$ cat src/rtl/cronometro_pkg.sv
// Shared types and constants for the shot-clock control stage.
package cronometro_pkg;

    typedef enum logic [2:0] {
        CARREGA,
        PARADO,
        CORRENDO,
        PAUSADO,
        ESTOURO
    } estado_t;

    localparam logic [1:0] DEZ24    = 2'd2;
    localparam logic [3:0] UNID24   = 4'd4;
    localparam logic [1:0] DEZ14    = 2'd1;
    localparam logic [3:0] UNID14   = 4'd4;
    localparam int         LIMITE14 = 14;

    // Bit positions of the operator buttons in the edge-detector vector
    localparam int B_REIN24 = 0;
    localparam int B_REIN14 = 1;
    localparam int B_PAUSA  = 2;
    localparam int B_INICIA = 3;
    localparam int N_BOTOES = 4;

    // True when the BCD value dez:unid is strictly below LIMITE14
    function automatic logic abaixo_limite14(input logic [1:0] dez, input logic [3:0] unid);
        return (dez < 2'(LIMITE14 / 10)) ||
               ((dez == 2'(LIMITE14 / 10)) && (unid < 4'(LIMITE14 % 10)));
    endfunction

endpackage

$ cat src/rtl/controle_cronometro_if.sv
// Link between the control stage and the shot-clock counter.
interface controle_cronometro_if;

    logic       pulso_seg;
    logic       botao;
    logic [1:0] dez_preset;
    logic [3:0] unid_preset;
    logic       casoEsp;
    logic       sinal;
    logic       sinal15;
    logic [1:0] dezena;
    logic [3:0] unidade;

    modport master (
        output pulso_seg, botao, dez_preset, unid_preset, casoEsp,
        input  sinal, sinal15, dezena, unidade
    );

    modport slave (
        input  pulso_seg, botao, dez_preset, unid_preset, casoEsp,
        output sinal, sinal15, dezena, unidade
    );

endinterface

$ cat src/rtl/detector_borda.sv
// Rising-edge detector for N level inputs; previous levels reset high so a
// button held through reset does not produce an event.
module detector_borda #(
    parameter int N = 1
) (
    input  logic         clock,
    input  logic         reset,
    input  logic [N-1:0] nivel,
    output logic [N-1:0] borda
);

    logic [N-1:0] nivel_p1;

    always_ff @(posedge clock) begin
        if (reset) nivel_p1 <= '1;
        else       nivel_p1 <= nivel;
    end

    assign borda = nivel & ~nivel_p1;

endmodule

$ cat src/rtl/controle_cronometro.sv
// Control stage for the shot-clock counter: per-second enable, load strobe,
// presets, hold flag, horn and 15-second warning.
module controle_cronometro
    import cronometro_pkg::*;
#(
    parameter int CLK_DIV     = 50000000,
    parameter int BUZZ_CYCLES = 100000000,
    parameter int AUTO_RELOAD = 0
) (
    input  logic                   clock,
    input  logic                   reset,
    input  logic                   bt_inicia,
    input  logic                   bt_pausa,
    input  logic                   bt_rein24,
    input  logic                   bt_rein14,
    controle_cronometro_if.master  cron,
    output logic                   buzina,
    output logic                   aviso15
);

    localparam int               PRE_W   = $clog2(CLK_DIV);
    localparam int               BUZ_W   = $clog2(BUZZ_CYCLES + 1);
    localparam logic [PRE_W-1:0] PRE_MAX = PRE_W'(CLK_DIV - 1);
    localparam logic [BUZ_W-1:0] BUZ_MAX = BUZ_W'(BUZZ_CYCLES);
    localparam logic             AUTO    = (AUTO_RELOAD != 0);

    estado_t            estado;
    estado_t            estado_ret;
    logic [PRE_W-1:0]   prescaler;
    logic [BUZ_W-1:0]   cont_buz;
    logic               sinal15_p1;
    logic [N_BOTOES-1:0] nivel;
    logic [N_BOTOES-1:0] borda;

    logic ev_rein24, ev_rein14, ev_pausa, ev_inicia, recarga;

    assign nivel[B_REIN24] = bt_rein24;
    assign nivel[B_REIN14] = bt_rein14;
    assign nivel[B_PAUSA]  = bt_pausa;
    assign nivel[B_INICIA] = bt_inicia;

    detector_borda #(.N(N_BOTOES)) u_borda (
        .clock (clock),
        .reset (reset),
        .nivel (nivel),
        .borda (borda)
    );

    // Only the highest-priority edge of the cycle survives
    assign ev_rein24 = borda[B_REIN24];
    assign ev_rein14 = borda[B_REIN14] & ~borda[B_REIN24];
    assign ev_pausa  = borda[B_PAUSA]  & ~borda[B_REIN24] & ~borda[B_REIN14];
    assign ev_inicia = borda[B_INICIA] & ~borda[B_REIN24] & ~borda[B_REIN14] & ~borda[B_PAUSA];
    assign recarga   = ev_rein24 | (ev_rein14 & abaixo_limite14(cron.dezena, cron.unidade));

    always_ff @(posedge clock) begin
        if (reset) begin
            estado           <= CARREGA;
            estado_ret       <= PARADO;
            prescaler        <= '0;
            cont_buz         <= '0;
            sinal15_p1       <= 1'b1;
            cron.pulso_seg   <= 1'b0;
            cron.botao       <= 1'b0;
            cron.casoEsp     <= 1'b1;
            cron.dez_preset  <= DEZ24;
            cron.unid_preset <= UNID24;
            buzina           <= 1'b0;
            aviso15          <= 1'b0;
        end else begin
            cron.pulso_seg <= 1'b0;
            cron.botao     <= 1'b0;
            cron.casoEsp   <= 1'b1;
            aviso15        <= 1'b0;
            sinal15_p1     <= cron.sinal15;

            // Horn timer runs on its own once started; the FSM only starts or kills it
            if (buzina) begin
                if (cont_buz == BUZ_MAX) begin
                    buzina   <= 1'b0;
                    cont_buz <= '0;
                end else begin
                    cont_buz <= cont_buz + 1'b1;
                end
            end

            case (estado)
                CARREGA: begin
                    cron.botao   <= 1'b1;
                    prescaler    <= '0;
                    estado       <= estado_ret;
                    cron.casoEsp <= !(AUTO && (estado_ret == CORRENDO));
                end
                default: begin
                    if (recarga) begin
                        cron.dez_preset  <= ev_rein24 ? DEZ24  : DEZ14;
                        cron.unid_preset <= ev_rein24 ? UNID24 : UNID14;
                        estado_ret       <= (estado == CORRENDO) ? CORRENDO : PARADO;
                        estado           <= CARREGA;
                        buzina           <= 1'b0;
                        cont_buz         <= '0;
                    end else begin
                        case (estado)
                            PARADO: begin
                                if (ev_inicia && !cron.sinal) begin
                                    estado       <= CORRENDO;
                                    cron.casoEsp <= !AUTO;
                                end
                            end
                            CORRENDO: begin
                                if (cron.sinal15 && !sinal15_p1) aviso15 <= 1'b1;
                                if (cron.sinal && !AUTO) begin
                                    estado   <= ESTOURO;
                                    buzina   <= 1'b1;
                                    cont_buz <= BUZ_W'(1);
                                end else if (ev_pausa) begin
                                    estado <= PAUSADO;
                                end else begin
                                    cron.casoEsp <= !AUTO;
                                    if (prescaler == PRE_MAX) begin
                                        prescaler      <= '0;
                                        cron.pulso_seg <= 1'b1;
                                    end else begin
                                        prescaler <= prescaler + 1'b1;
                                    end
                                    // Self-reloading counter: horn starts but the run continues
                                    if (cron.sinal && !buzina) begin
                                        buzina   <= 1'b1;
                                        cont_buz <= BUZ_W'(1);
                                    end
                                end
                            end
                            PAUSADO: begin
                                if (ev_pausa || ev_inicia) begin
                                    estado       <= CORRENDO;
                                    cron.casoEsp <= !AUTO;
                                end
                            end
                            ESTOURO: begin
                                if (buzina && (cont_buz == BUZ_MAX)) estado <= PARADO;
                            end
                            default: estado <= PARADO;
                        endcase
                    end
                end
            endcase
        end
    end

endmodule

$ cat src/flat_wrapper.sv
// flat-port wrapper written by rule: the top's interface ports become plain ports
module controle_cronometro_flat import cronometro_pkg::*;
#(
    parameter int CLK_DIV     = 50000000,
    parameter int BUZZ_CYCLES = 100000000,
    parameter int AUTO_RELOAD = 0
)
  (clock, reset, bt_inicia, bt_pausa, bt_rein24, bt_rein14, buzina, aviso15, cron_pulso_seg, cron_botao, cron_dez_preset, cron_unid_preset, cron_casoEsp, cron_sinal, cron_sinal15, cron_dezena, cron_unidade);
  controle_cronometro_if cron_i ();
  input  logic clock;
  input  logic reset;
  input  logic bt_inicia;
  input  logic bt_pausa;
  input  logic bt_rein24;
  input  logic bt_rein14;
  output logic buzina;
  output logic aviso15;
  output wire logic [$bits(cron_i.pulso_seg)-1:0] cron_pulso_seg;
  output wire logic [$bits(cron_i.botao)-1:0] cron_botao;
  output wire logic [$bits(cron_i.dez_preset)-1:0] cron_dez_preset;
  output wire logic [$bits(cron_i.unid_preset)-1:0] cron_unid_preset;
  output wire logic [$bits(cron_i.casoEsp)-1:0] cron_casoEsp;
  input wire logic [$bits(cron_i.sinal)-1:0] cron_sinal;
  input wire logic [$bits(cron_i.sinal15)-1:0] cron_sinal15;
  input wire logic [$bits(cron_i.dezena)-1:0] cron_dezena;
  input wire logic [$bits(cron_i.unidade)-1:0] cron_unidade;
  assign cron_pulso_seg = cron_i.pulso_seg;
  assign cron_botao = cron_i.botao;
  assign cron_dez_preset = cron_i.dez_preset;
  assign cron_unid_preset = cron_i.unid_preset;
  assign cron_casoEsp = cron_i.casoEsp;
  assign cron_i.sinal = cron_sinal;
  assign cron_i.sinal15 = cron_sinal15;
  assign cron_i.dezena = cron_dezena;
  assign cron_i.unidade = cron_unidade;
  controle_cronometro #(.CLK_DIV(CLK_DIV), .BUZZ_CYCLES(BUZZ_CYCLES), .AUTO_RELOAD(AUTO_RELOAD)) u_core (.clock(clock), .reset(reset), .bt_inicia(bt_inicia), .bt_pausa(bt_pausa), .bt_rein24(bt_rein24), .bt_rein14(bt_rein14), .cron(cron_i), .buzina(buzina), .aviso15(aviso15));
endmodule
$ cat config.mk
export PLATFORM = sky130hd
export DESIGN_NAME = controle_cronometro_flat
export DESIGN_NICKNAME = d
export VERILOG_FILES = /design/src/rtl/cronometro_pkg.sv /design/src/rtl/controle_cronometro_if.sv /design/src/rtl/detector_borda.sv /design/src/rtl/controle_cronometro.sv /design/src/flat_wrapper.sv
export SDC_FILE = /design/constraint.sdc
export NUM_CORES = 1
export LEC_CHECK = 0
export ABC_AREA = 1
export BUFFER_PORTS_ARGS = -buffer_cell sky130_fd_sc_hd__buf_2
export CAP_MARGIN = 20
export CORE_MARGIN = 5
export CORE_UTILIZATION = 35
export CTS_CLUSTER_SIZE = 20
export DETAILED_ROUTE_END_ITERATION = 16
export GPL_ROUTABILITY_DRIVEN = 0
export SLEW_MARGIN = 30
export SYNTH_ARGS = -nofsm -noshare
export SYNTH_HDL_FRONTEND = slang
export SYNTH_SLANG_ARGS = --single-unit
$ cat constraint.sdc
create_clock -name clock -period 3.8 [get_ports clock]
set_input_delay 0 -clock clock [delete_from_list [all_inputs] [get_ports clock]]
set_output_delay 0 -clock clock [all_outputs]
set_load 0.005 [all_outputs]
; ---- Yosys cells after proc, flatten, opt, wreduce, memory -nomap -nowiden
; Cells that the tools add are included.
[totals]
romBits = 0
output_inout_bits = 11
ram_bits = 0
mem_count = 0
latch_bits = 0
reg_bits = 70
[op_classes]
mux = 30
eq_ne = 11
n_reduce_logical = 17
shift = 0
mul = 0
n_div = 0
n_addsub = 2
order_cmp = 2
bitwise_logic = 18
[ops]
columns = operator, count
row1 = $mux 27, 8
row2 = $add 27x1->27 const B, 1
row3 = $eq 27x27->1 const B, 1
row4 = $add 26x1->26 const B, 1
row5 = $eq 26x26->1 const B, 1
row6 = $mux 26, 1
row7 = $mux 3, 7
row8 = $pmux 3 s4, 1
row9 = $mux 1, 11
row10 = $ne 4x1->1 const B, 2
row11 = $not 1->1, 8
row12 = $reduce_and 4->1, 2
row13 = $and 1x1->1, 7
row14 = $eq 3x2->1 const B, 2
row15 = $reduce_or 6->1, 1
row16 = $logic_and 1x1->1, 5
row17 = $ne 5x3->1 const B, 1
row18 = $and 4x4->4, 1
row19 = $lt 4x3->1 const B, 1
row20 = $mux 2, 2
row21 = $ne 4x2->1 const B, 1
row22 = $not 4->4, 1
row23 = $reduce_or 4->1, 1
row24 = $eq 3x1->1 const B, 1
row25 = 9 further kinds, 12

; ---- Logic depth before layout (Yosys ltp)
; Gate-level depths: netlist of run 1.
[logic_depth]
word_depth = 11
ltp_mapped = 12

; ---- Hierarchy
; From an unflattened synthesis of run 1, not the netlist that was laid out.
[hier_totals]
cells_unflattened = 599
area_unflattened_um2 = 3993.8
[by_module_without_submodules]
columns = module, area_each_um2, seq_area_each_um2, instances, cells_each
row1 = controle_cronometro, 3854.9, 1301.2, 1, 582
row2 = detector_borda, 138.9, 80.1, 1, 17

; ---- Least setup slack after synthesis of run 1
; No wires, ideal clock.
[synth_path]
path_type = reg2reg
from = register u_core.prescaler[0]
to = register u_core.prescaler[16]
n_path_buf = 1
synth_period_minus_slack_ns = 1.562
setup_ns = 0.113
path_slack_ns = 2.238
t_arrival_ns = 1.449
path_stages_with_launch = 10
required_time_ns = 3.687
cell_sequence = dfxtp_1 -> ha_1 -> nand2_1 -> nor3_2 -> nand4_1 -> nor2_1 -> nor2_2 -> buf_6 -> o21ai_1 -> nor2_1
[synth_via]
elab_chain_cells = 2
[synth_rtl]
columns = element, line
row1 = "start, declared", controle_cronometro.sv:29  ; logic [PRE_W-1:0] prescaler;
row2 = "start signal, assigned", controle_cronometro.sv:124  ; prescaler <= prescaler + 1'b1;
row3 = $add 26x1->26 or $eq 26x26->1 (tied branches), "controle_cronometro.sv:124, controle_cronometro.sv:120"
row4 = $mux 26 *, controle_cronometro.sv:120  ; if (prescaler == PRE_MAX) begin
; Mark *: on every way between the ends. The rest lies on a longest branch, timed or not.
; A chain may end at the register's enable or synchronous reset.

; ---- Worst setup path in the final report of run 1
[layout_path]
from = register u_core.cont_buz[0]
to = register u_core.cont_buz[23]
[layout_via]
elab_chain_cells = 9
[layout_rtl]
columns = element, line
row1 = "start, declared", controle_cronometro.sv:30  ; logic [BUZ_W-1:0] cont_buz;
row2 = "start signal, assigned", controle_cronometro.sv:83  ; cont_buz <= cont_buz + 1'b1;
row3 = $add 27x1->27 or $eq 27x27->1 (tied branches), "controle_cronometro.sv:83, controle_cronometro.sv:79"
row4 = $mux 27 *, controle_cronometro.sv:79  ; if (cont_buz == BUZ_MAX) begin
row5 = $mux 27 *, controle_cronometro.sv:78  ; if (buzina) begin
row6 = $mux 27, controle_cronometro.sv:127  ; if (cron.sinal && !buzina) begin
row7 = $mux 27, controle_cronometro.sv:116  ; end else if (ev_pausa) begin
row8 = $mux 27, controle_cronometro.sv:112  ; if (cron.sinal && !AUTO) begin
row9 = $mux 27, controle_cronometro.sv:103  ; case (estado)
row10 = $mux 27, controle_cronometro.sv:95  ; if (recarga) begin
row11 = $mux 27 *, controle_cronometro.sv:87  ; case (estado)
; Marked as above.

==> results of run 1 <==
-- metrics by stage --
step,utilization,cells,instance area (sq um)
floorplan,-,608,3909
global placement,0.3746,752,4079
detailed placement,0.3746,752,4079
CTS,0.4013,777,4369
global route,0.4013,777,4369
finish,0.4013,777,4369
-- critical path: stages (launching register included) --
cell and delay [ns]:
dfxtp_1 0.34, inv_1 0.09, ha_1 0.15, nand2_1 0.05, nor2_1 0.10, nand2_1 0.05, nor2_1 0.14, nand3_1 0.12
nand2_1 0.64, inv_1 0.23, nand2_1 0.12, nor2_1 0.04
-- power groups by stage --
stage / logic [mW] / clock network, mW / registers, mW
after global placement: 0.262 / 0 / 0.789
final: 0.270 / 0.609 / 0.773
after global routing: 0.313 / 0.665 / 0.778
after floorplan: 0.222 / 0 / 0.784
after CTS: 0.272 / 0.633 / 0.774
after detailed placement: 0.264 / 0 / 0.790
-- area by class of cell --
| type | count | area share |
|---|---|---|
| Multi-Input combinational cell | 442 | 0.4848 |
| Sequential cell | 69 | 0.3162 |
| Inverter | 83 | 0.07131 |
| Timing Repair Buffer | 27 | 0.04181 |
| Tap cell | 140 | 0.04009 |
| Clock buffer | 10 | 0.03150 |
| Clock inverter | 6 | 0.01432 |
-- per-layer routing --
metal  global-route usage  vias up  wire [um]
met5                    0        -          0
li1                     -     1942          -
met4              0.04851        0        135
met3              0.04386       13        383
met1               0.1779     1613       4164
met2               0.2269       55       3944
-- kinds of logic (layout without fill, tap and decap cells) --
kind of cell | Yosys count | count (layout) | synth area share
AOI/OAI and AO/OA | 46 | 46 | 0.06324
and+or+nand+nor | 374 | 374 | 0.4343
xor gates and xnor gates | 14 | 14 | 0.03146
buffers and inverters | 97 | 126 | 0.1050
adders and majority gates | 3 | 3 | 0.009632
DFF | 69 | 69 | 0.3544
other | 2 | 5 | 0.001927
-- how the worst max path moves through the flow --
stage	startpoint	to	depth (start not counted)
2_1_floorplan	u_core.prescaler[0]	u_core.prescaler[16]	9
3_3_place_gp	u_core.cont_buz[20]	u_core.cont_buz[23]	9
3_5_place_dp	u_core.cont_buz[0]	u_core.cont_buz[23]	11
4_1_cts	u_core.cont_buz[0]	u_core.cont_buz[23]	11
5_1_grt	u_core.cont_buz[1]	u_core.cont_buz[23]	11
6_report	u_core.cont_buz[0]	u_core.cont_buz[23]	11
-- state kept, by name, summed over array words and instances (netlist names) --
register and flops:
u_core.cont_buz 27, u_core.prescaler 26, u_core.u_borda.nivel_p1 4, u_core.estado 3, u_core.cron.dez_preset 2, u_core.estado_ret 2
u_core.aviso15 1, u_core.buzina 1, u_core.cron.botao 1, u_core.cron.pulso_seg 1, u_core.sinal15_p1 1
-- cell usage after synthesis (3+ instances only) --
cell,number,area share
nand2_2,7,0.011
nor2_1,115,0.11
nand3_1,31,0.040
o21ai_1,3,0.0039
ha_1,3,0.0096
xor2_1,13,0.029
dfxtp_1,69,0.35
nand3_2,4,0.010
o21ai_0,10,0.013
nor3_1,21,0.027
nor2_2,5,0.0080
buf_4,7,0.013
nand2_1,154,0.15
inv_1,82,0.079
nor3_2,4,0.010
nand4_1,19,0.030
buf_2,3,0.0039
a21oi_1,26,0.033
==> results.toml, run 1 <==
[finish]
fin_nets = 649
layout_commonest_cell = "nand2_1"
final_cell_mix = "nand2_1 (154), nor2_1 (115), inv_1 (82), dfxtp_1 (69), nand3_1 (31)"
multi_input_area_sq_mm = 0.002118
seq_area_sq_mm = 0.001381
fillers = 1145
drive_gt1_frac = 0.1005
area_growth_pct = 12.10
n_antenna_cell = 0

[floorplanning]
fp.dieArea_sq_mm = 0.01335
die_height_um = 115.5
ios = 25
rows = 38
start_util = 0.3580
coreArea_sq_mm = 0.01089
die_w_um = 115.5

[yosys]
ys_seq_area_frac = 0.3544
ys_seq_elements = 69
synth_edf_count = 0
syn_avg_cell_area_sq_um = 6.442
ys_types = 38
synth_ff_type = "dfxtp_1"
synth_cells = 605
ys_warn_count = 0
synth_area_sq_mm = 0.003897
synth-async-reset-ratio = 0

[hold_path]
hp-class = "in2reg"
min_path_cells = 5
min-delay-start = "cron_dezena[0]"
hold-path-endpoint = "u_core.aviso15"

[routing]
wirelength_um = 8627
viasPerCell = 4.663
drtAntennaViolNets = 0
vias = 3623
drc_errors = 0
wl_per_cell_um = 11.10
drt_iter0_drc = 257
first_pass_iters = 4

[clock_tree]
cts-resized-gates = 0
cts_tree = "yes"
cts_setup_buffers = 0
cts_buffers = 9
clkSinkCount = 69
cts_hold_buf = 9
cts_root_buf = "clkbuf_8"
clk_pin_slew_ns = 0.08
h-tree-depth = 3
worstSkewPairLatency_ns = 0.36
cts_buffer_depth = 2

[global_route]
grt_max_degree = 23
antenna_found_initial = 0
grt_first_pass_wirelength_um = 15280
overflow = 0
grt_pass1_vias = 3497
grt_usage = 0.1405

[sta]
max_slew_margin = 0.4541
layout_setup_ws_ns = 1.631
fmax_mhz = 461.0
hold_violations = 0
rsz0062_at_grt = "no"
tns_ns = 0
drv_slew = 0
skew_ns = 0.01483
worst_pin_slew_ns = 0.8169
fin_crit_ns = 2.169
finalSetupViolCount = 0
hold_ws_ns = 0.09324
final.period_utilization = 0.5709

[pwr]
power_frac_comb = 0.163
p_total_mw = 1.652
power_per_cell_area_mw_per_mm2 = 378.1
intPower_mw = 1.156
p_leak_nw = 1.652
seqPwrFrac = 0.468
pwr-share-clk = 0.369
peakVddDrop_mv = 0.3159
p_sw_mw = 0.4963
swShare = 0.3004

[setup_path]
r2r_slack_ns = 1.63
cp_max_fo = 22
rr_startpoint = "u_core.cont_buz[0]"
crit_path_end_kind = "register"
cp_data_arrival_time_ns = 2.43
rr_endpoint = "u_core.cont_buz[23]"
crit_type = "reg2reg"
startpoint_type = "register"
required_ns = 4.06
r2r_cells = 11

[placement]
dp.final_hpwl_um = 6439
port_buffers = 17
dp_slack_ns = 1.626

[outcome]
outcome = "complete, no violations"

[run]
drv_cap = 0
Power figures use the tool's default switching activity.
==> inputs of run 2 (changes only) <==
Clock period 3.8 ns to 2.2 ns, I/O delays scaled along.
==> run 2 against run 1 <==
Net effect:
- critical endpoint is now u_core.prescaler[3]
- cell count grew 0.51%
- highest routed layer unchanged
- combinational power grew 84%
- clock power grew 49%
- sequential cell count is the same
- setup slack lost 1.3 ns
- largest power group unchanged
- via count grew 0.77%
- clock-buffer cell count shrank 1
- clock skew shrank 0.0063 ns
- fmax grew 15%
- utilization is essentially flat
- hold slack lost 0.011 ns
==> results.toml, run 2 (synthesis results as in run 1) <==
[finish]
layout_commonest_cell = "nand2_1"
final_cell_mix = "nand2_1 (154), nor2_1 (115), inv_1 (82), dfxtp_1 (69), nand3_1 (31)"
drive_gt1_frac = 0.1061
multi_input_area_sq_mm = 0.002118
reg_top3 = "u_core.cont_buz (27), u_core.prescaler (26), u_core.u_borda.nivel_p1 (4)"
fin_util = 0.4009
area_growth_pct = 12.01
fin_nets = 653
seq_area_sq_mm = 0.001381
largest_register = "u_core.cont_buz"
fillers = 1175
largest_reg_flops = 27
fin_area_sq_mm = 0.004365
stdcell_count = 781
n_antenna_cell = 0

[setup_path]
worst_path_max_delay_cell = "nor2_2"
required_ns = 2.48
r2r_slack_ns = 0.31
startpoint_type = "register"
rr_endpoint = "u_core.prescaler[3]"
rr_startpoint = "u_core.prescaler[0]"
worstPathCellList = "ha_1 -> nand2_1 -> nor3_2 -> nand4_1 -> nor2_1 -> nor2_2 -> inv_1 -> nor3_1"
r2r_cells = 8
crit_path_end_kind = "register"
worstPathBufferInverterCount = 1
crit_type = "reg2reg"
cp_data_arrival_time_ns = 2.17
cp_max_fo = 13
slowest_delay_ns = 0.41
critPathTopFamily = "simple AND/OR/NAND/NOR gates"

[placement]
dp_slack_ns = 0.3339
port_buffers = 17
dpl_cell_area_sq_mm = 0.004109
dp.final_hpwl_um = 6734
dpl.cell_count = 756

[routing]
drt_iter0_drc = 217
viasPerCell = 4.675
wl_per_cell_um = 11.43
first_pass_iters = 5
wirelength_um = 8925
drtAntennaViolNets = 0
drc_errors = 0
vias = 3651

[sta]
rsz0062_at_grt = "no"
drv_slew = 0
worst_pin_slew_ns = 0.5274
max_slew_margin = 0.6480
final.period_utilization = 0.8589
skew_ns = 0.008567
tns_ns = 0
hold_ws_ns = 0.08192
fin_crit_ns = 1.890
hold_violations = 0
layout_setup_ws_ns = 0.3104
finalSetupViolCount = 0
fmax_mhz = 529.2

[hold_path]
hp-class = "in2reg"
min_path_cells = 5
hold-path-endpoint = "u_core.aviso15"
min-delay-start = "cron_dezena[0]"

[floorplanning]
rows = 38
die_w_um = 115.5
die_height_um = 115.5
coreArea_sq_mm = 0.01089
start_util = 0.3580
ios = 25
fp.dieArea_sq_mm = 0.01335

[clock_tree]
cts_root_buf = "clkbuf_8"
cts_tree = "yes"
cts_buffers = 9
clk_pin_slew_ns = 0.08
cts_buffer_depth = 2
h-tree-depth = 3
worstSkewPairLatency_ns = 0.36
clkSinkCount = 69

[global_route]
grt_pass1_vias = 3497
antenna_found_initial = 0
grt_usage = 0.1460
grt_first_pass_wirelength_um = 15730
overflow = 0
grt_max_degree = 18

[pwr]
p_total_mw = 2.744
power_per_cell_area_mw_per_mm2 = 628.5
peakVddDrop_mv = 0.4408
p_leak_nw = 1.657

[outcome]
outcome = "complete, no violations"

[run]
drv_cap = 0
## run 2: changes by cell type in the layout (fill, tap and decap cells not counted)
cell	before	now
buf_4	1	5
clkinv_2	2	4
bufinv_16	1	0
clkbuf_8	10	9
## run 2: worst max path at each step
stage	startpoint	to	slack (ns)	cells after the start
6_report	u_core.prescaler[0]	u_core.prescaler[3]	0.31	8
5_1_grt	u_core.estado[1]	u_core.prescaler[3]	0.09	8
4_1_cts	u_core.prescaler[0]	u_core.prescaler[3]	0.32	8
3_5_place_dp	u_core.prescaler[0]	u_core.prescaler[16]	0.33	10
3_3_place_gp	u_core.prescaler[0]	u_core.prescaler[16]	0.36	10
2_1_floorplan	u_core.prescaler[0]	u_core.prescaler[16]	0.64	9
## run 2: repair_timing
item | 4_1_cts | 5_1_grt
buffers inserted | 0 | 0
hold buffers | 9 | 0
hold endpoints to repair | 12 | 0
setup endpoints to repair | 0 | 0
resized for setup | 0 | 0
## run 2: tightest hold or removal path, cell delays in order
cell and delay (ns):
buf_2 0.09, o21ai_0 0.08, nand2_2 0.10, nand3_1 0.08, nor4_1 0.04
## run 2: per-layer routing
layer | up-vias | share of wire | track usage
li1 | 1945 | - | -
met1 | 1633 | 0.48 | 0.1803
met2 | 65 | 0.46 | 0.2419
met3 | 8 | 0.041 | 0.03864
met4 | 0 | 0.016 | 0.05947
met5 | - | 0 | 0
## run 2: final cells by class
cell class                 instances  share of cell area
multi-input combinational        442              0.4852
sequential                        69              0.3164
inverter                          83             0.07137
timing repair buffer              31             0.04872
tap                              140             0.04013
clock buffer                       9             0.02837
clock inverter                     7            0.009745
## run 2: report_power, final
part / switching (mW) / leakage [nW] / internal (mW)
sequential: 0.0412 / 0.558 / 1.30
clock: 0.508 / 0.0808 / 0.400
combinational: 0.330 / 1.02 / 0.168
total: 0.878 / 1.66 / 1.87
